### config.mk
export PLATFORM = sky130hd
export DESIGN_NAME = fetch_stage
export DESIGN_NICKNAME = d
export VERILOG_FILES = /design/src/rtl/fetch_pkg.sv /design/src/rtl/fetch_stage_if_id_reg.sv /design/src/rtl/fetch_stage.sv
export SDC_FILE = /design/constraint.sdc
export NUM_CORES = 1
export LEC_CHECK = 0
export CAP_MARGIN = 10
export CORE_MARGIN = 2
export CORE_UTILIZATION = 42
export CTS_CLUSTER_DIAMETER = 80
export CTS_CLUSTER_SIZE = 8
export DETAILED_ROUTE_END_ITERATION = 12
export PLACE_DENSITY = 0.77
export SETUP_SLACK_MARGIN = 0.4
export SKIP_LAST_GASP = 1
export SYNTH_ARGS = -nofsm -noshare
export SYNTH_HDL_FRONTEND = slang
export SYNTH_SLANG_ARGS = --single-unit
### constraint.sdc
create_clock -name clk -period 2.72 [get_ports clk]
set_input_delay 0.544 -clock clk [delete_from_list [all_inputs] [get_ports clk]]
set_output_delay 0.544 -clock clk [all_outputs]
set_load 0.01 [all_outputs]
### src/rtl/fetch_pkg.sv
// Shared constants and FSM state type for the instruction-fetch stage.
package fetch_pkg;

    localparam int          XLEN           = 32;
    localparam logic [31:0] NOP_WORD       = 32'h0000_0000;
    localparam logic [31:0] RESET_PC_DEF   = 32'd100;
    localparam int          IMEM_BYTES_DEF = 256;

    typedef enum logic {
        RUN  = 1'b0,
        HALT = 1'b1
    } fetch_state_e;

endpackage

### src/rtl/fetch_stage_if_id_reg.sv
// IF/ID pipeline register: instruction, PC+4 and valid with load/bubble/hold control.
module if_id_reg
    import fetch_pkg::*;
#(
    parameter logic [XLEN-1:0] BUBBLE_WORD = NOP_WORD
) (
    input  logic            clk,
    input  logic            rst,
    input  logic            i_load,
    input  logic            i_bubble,
    input  logic [XLEN-1:0] i_instr,
    input  logic [XLEN-1:0] i_pc4,
    output logic [XLEN-1:0] o_instr,
    output logic [XLEN-1:0] o_pc4,
    output logic            o_valid
);

    logic [XLEN-1:0] r_instr;
    logic [XLEN-1:0] r_pc4;
    logic            r_valid;

    // Bubble beats load; pc4 is left untouched by a bubble since valid=0 marks it stale.
    always_ff @(posedge clk) begin
        if (rst) begin
            r_instr <= BUBBLE_WORD;
            r_pc4   <= {XLEN{1'b0}};
            r_valid <= 1'b0;
        end else if (i_bubble) begin
            r_instr <= BUBBLE_WORD;
            r_pc4   <= r_pc4;
            r_valid <= 1'b0;
        end else if (i_load) begin
            r_instr <= i_instr;
            r_pc4   <= i_pc4;
            r_valid <= 1'b1;
        end else begin
            r_instr <= r_instr;
            r_pc4   <= r_pc4;
            r_valid <= r_valid;
        end
    end

    assign o_instr = r_instr;
    assign o_pc4   = r_pc4;
    assign o_valid = r_valid;

endmodule

### src/rtl/fetch_stage.sv
// Instruction-fetch stage: PC, RUN/HALT FSM, redirect/flush/stall priority.
// Optional performance counters are built when FETCH_PERF_CNT_EN is defined.
module fetch_stage
    import fetch_pkg::*;
#(
    parameter logic [31:0] RESET_PC   = RESET_PC_DEF,
    parameter int          IMEM_BYTES = IMEM_BYTES_DEF,
    parameter logic [31:0] NOP_WORD   = fetch_pkg::NOP_WORD
) (
    input  logic            clk,
    input  logic            rst,
    input  logic            stall,
    input  logic            branch_taken,
    input  logic [XLEN-1:0] branch_target,
    input  logic            flush,
    input  logic            halt,
    output logic [XLEN-1:0] imem_addr,
    input  logic [XLEN-1:0] imem_data,
    output logic [XLEN-1:0] if_id_instr,
    output logic [XLEN-1:0] if_id_pc4,
    output logic            if_id_valid,
    output logic [XLEN-1:0] pc,
    output logic            halted
`ifdef FETCH_PERF_CNT_EN
    ,
    output logic [XLEN-1:0] cyc_cnt,
    output logic [XLEN-1:0] fetch_cnt
`endif
);

    fetch_state_e    r_state;
    fetch_state_e    w_state_nxt;
    logic [XLEN-1:0] r_pc;
    logic [XLEN-1:0] w_pc_nxt;
    logic [XLEN-1:0] w_pc4;
    logic            w_in_range;
    logic            w_load;
    logic            w_bubble;

    assign w_pc4      = r_pc + 32'd4;
    assign w_in_range = (r_pc <= 32'(IMEM_BYTES - 4));
    assign imem_addr  = {r_pc[31:2], 2'b00};

    // Next-state, next-PC and IF/ID control in priority order: branch, halt, flush, stall, fetch.
    always_comb begin
        w_state_nxt = r_state;
        w_pc_nxt    = r_pc;
        w_load      = 1'b0;
        w_bubble    = 1'b0;
        case (r_state)
            RUN: begin
                if (branch_taken) begin
                    w_pc_nxt = branch_target & ~32'h0000_0003;
                    w_bubble = 1'b1;
                end else if (halt) begin
                    w_state_nxt = HALT;
                    w_bubble    = 1'b1;
                end else if (flush) begin
                    w_bubble = 1'b1;
                    if (stall) begin
                        w_pc_nxt = r_pc;
                    end else begin
                        w_pc_nxt = w_pc4;
                    end
                end else if (stall) begin
                    w_pc_nxt = r_pc;
                end else begin
                    w_pc_nxt = w_pc4;
                    if (w_in_range) begin
                        w_load = 1'b1;
                    end else begin
                        w_bubble = 1'b1;
                    end
                end
            end
            HALT: begin
                w_bubble = 1'b1;
            end
            default: begin
                w_state_nxt = RUN;
                w_bubble    = 1'b1;
            end
        endcase
    end

    // PC and FSM state registers.
    always_ff @(posedge clk) begin
        if (rst) begin
            r_pc    <= RESET_PC;
            r_state <= RUN;
        end else begin
            r_pc    <= w_pc_nxt;
            r_state <= w_state_nxt;
        end
    end

    if_id_reg #(
        .BUBBLE_WORD (NOP_WORD)
    ) u_if_id (
        .clk      (clk),
        .rst      (rst),
        .i_load   (w_load),
        .i_bubble (w_bubble),
        .i_instr  (imem_data),
        .i_pc4    (w_pc4),
        .o_instr  (if_id_instr),
        .o_pc4    (if_id_pc4),
        .o_valid  (if_id_valid)
    );

    assign pc     = r_pc;
    assign halted = (r_state == HALT);

`ifdef FETCH_PERF_CNT_EN
    logic [XLEN-1:0] r_cyc_cnt;
    logic [XLEN-1:0] r_fetch_cnt;

    // Saturating counters; HALT stops both since neither RUN nor a load occurs there.
    always_ff @(posedge clk) begin
        if (rst) begin
            r_cyc_cnt   <= {XLEN{1'b0}};
            r_fetch_cnt <= {XLEN{1'b0}};
        end else begin
            if ((r_state == RUN) && (r_cyc_cnt != 32'hFFFF_FFFF)) begin
                r_cyc_cnt <= r_cyc_cnt + 32'd1;
            end else begin
                r_cyc_cnt <= r_cyc_cnt;
            end
            if (w_load && (r_fetch_cnt != 32'hFFFF_FFFF)) begin
                r_fetch_cnt <= r_fetch_cnt + 32'd1;
            end else begin
                r_fetch_cnt <= r_fetch_cnt;
            end
        end
    end

    assign cyc_cnt   = r_cyc_cnt;
    assign fetch_cnt = r_fetch_cnt;
`endif

endmodule

==> run metrics <==
status finished clean; post-synthesis cell area about 4400 µm²; initial antenna violation count 0; drt drc 0; IO Pins 200; CTS tree done; Chip Height 106 µm; post-synthesis cell count ~520; final hold vios 0; power per cell area between 400 and 500 nW/µm²; headroom to the max-slew limit between 50% and 60%; DP Wirelength between 9000 and 10000 µm; grt ovf 0; worst slew pin tran ~0.7 ns; layout cells sized above 1 8.14%; Comb power frac 18.2%; setup violators final 0; commonest non-fill, non-tap cell in the layout clkdlybuf4s50_1; Final Skew about 0.012 ns; worst path arrival time approximately 2.5 ns; RSZ-0062 raised after global routing false; commonest non-fill, non-tap cells in the layout 190 x clkdlybuf4s50_1, 93 x dfxtp_1, 49 x nor2_1; Async S/R FF share, synth 0%; via count of the first global-routing pass roughly 4300; number of diodes 0; endpoint class of the critical path flop; DR iter-0 viols 318; num rows 37; Die ar. 11300 µm²; routed length per instance ~17 µm; maximum clock frequency ~0.46 GHz; Psw approximately 0.84 mW; die width roughly 110 µm; Core Util, Final 62.8%; Via Count ~4400; GP Congestion 0.869; Worst Hold Class flop to flop; worst ir drop on vdd 0.000220 V; top post-synthesis cells by area dfxtp_1 43%, buf_4 6.6%, a22oi_1 5.6%; Max Slew Vio Count 0; clock root cell clkbuf_8; top-area cell type share of the netlist area between 40 and 50%; max cap viols 0; Mapped Avg Cell Area about 8.5 µm²; post-synth top area cell dfxtp_1; WL final about 14000 µm; Cell variety after synth 51; CP required between 3 and 4 ns; CTS buffer count 9; Max clock buf depth 2; critical path startpoint category flop; clock sink count 94; #FFs+latches synth 94; EDFF count, synth 0; Global Route Usage Sum 23.7%; Reg clk slew, reported paths 0.10 ns; internal power contribution between 2 and 2.5 mW; total core area around 10000 µm²; crit path kind flop to flop; first-pass GRT wire length roughly 22000 µm; sequential area share after synthesis between 40% and 50%; worst skew pair latency between 0.3 and 0.4 ns; area delta synth->final 46.4%; H-tree levels 3; IO buf count between 150 and 200; First-pass DRT Iterations 5; Final Net Count between 700 and 800; clock network power share a little under a third; Vias/cell 5.48; largest net degree at the start of global routing between 40 and 50; Max FO, Critical Path 40; fillers 920; period utilization 80.2%; Ys Warns 0; Sw Share 29.0%; Initial Util 42.9%; Seq pwr share between 50% and 60%; leakage ~2.2 nW; setup TNS 0 ns; CTS hold repair buffers 0; ANT nets after route 0; min Tclk post-route ~2.2 ns; prevailing post-synth register cell dfxtp_1
[metrics by stage]
step | worst slack (ns) | hold WS (ns) | area, µm² | power, mW | std cells
5_1_grt | 0.393 | 0.490 | 6450 | 3.02 | 812
2_1_floorplan | 0.667 | 0.479 | 4430 | 1.76 | 523
4_1_cts | 0.336 | 0.472 | 6430 | 2.91 | 811
3_5_place_dp | 0.169 | 0.443 | 6240 | 2.02 | 795
6_report | 0.537 | 0.469 | 6450 | 2.89 | 812
3_3_place_gp | 0.242 | 0.443 | 6240 | 2.01 | 795
[final timing paths]
check | startpoint | end | slack (ns) | depth (start not counted)
worst min-delay path | u_if_id.o_pc4[23]$_SDFFE_PP0P_ | u_if_id.o_pc4[23]$_SDFFE_PP0P_ | 0.47 | 1
worst max register to register | pc[20]$_SDFFE_PP0P_ | u_if_id.o_pc4[3]$_SDFFE_PP0P_ | 0.54 | 6
worst max-delay path | pc[20]$_SDFFE_PP0P_ | u_if_id.o_pc4[3]$_SDFFE_PP0P_ | 0.54 | 6
worst min register to register | u_if_id.o_pc4[23]$_SDFFE_PP0P_ | u_if_id.o_pc4[23]$_SDFFE_PP0P_ | 0.47 | 1
[state kept, by name, indices dropped and copies added (netlist names)]
name	count
u_if_id.o_valid	1
pc	30
halted	1
u_if_id.o_instr	32
u_if_id.o_pc4	30
[final cells by class]
cell class	count	area (µm²)	area share, %
inverters	6	22.5	0.349
multi-input cells	348	2090	32.4
repair buffers	212	2100	32.5
clock buffers	9	124	1.92
clock inverters	7	66.3	1.03
well taps	136	170	2.64
flip-flops and latches	94	1880	29.2
[synthesized netlist by cell type (4+ instances only)]
cell and number:
mux2i_1 4, nand3_1 15, inv_1 6, a31oi_1 11, or3_1 8, nand4_1 15
a22oi_1 33, nor4_1 10, nand2_1 40, and2_1 28, nor2_1 49, clkbuf_1 27
dfxtp_1 94, buf_2 9, a21oi_1 27, xnor2_1 4, mux2_2 5, nor3_1 9
o21ai_0 23, buf_4 39, nand2b_1 4, a211oi_1 13
[power by group through the flow]
stage	sequential, mW	combinational, mW	clock [mW]
floorplan	1.50	0.259	0
global placement	1.50	0.514	0
detailed placement	1.50	0.520	0
CTS	1.47	0.523	0.917
global route	1.48	0.566	0.979
finish	1.47	0.526	0.892
[logic make-up after synthesis]
kind of cell / count (synthesis) / share of synthesized area [%]
AND/OR/NAND/NOR: 192 / 22.3
AO/OA/AOI/OAI: 134 / 20.7
flip-flops: 94 / 42.7
buffers and inverters: 81 / 10.5
multiplexers: 9 / 2.19
XOR/XNOR: 5 / 0.993
adder cells (fa/ha/maj): 2 / 0.568
other: 1 / 0.0851
[critical path: stages (launching register included)]
cell,delay [ns]
dfxtp_1,0.40
nor4_1,0.33
nand4_1,0.20
a2111oi_4,0.44
buf_8,0.29
and2_2,0.28
mux2i_1,0.19
[timing repair]
item	4_1_cts	5_1_grt
setup buffers	0	0
resized for setup	1	5
setup endpoints to repair	30	8
pin swaps	0	0
[routing by layer]
| metal | GRT usage [%] | vias up | wire length (µm) |
|---|---|---|---|
| met4 | 9.28 | 0 | 276 |
| met2 | 39.1 | 208 | 6610 |
| li1 | - | 2137 | - |
| met3 | 3.74 | 22 | 1010 |
| met5 | 0 | - | 0 |
| met1 | 31.1 | 2080 | 5630 |
(Power assumes the default switching activity.)
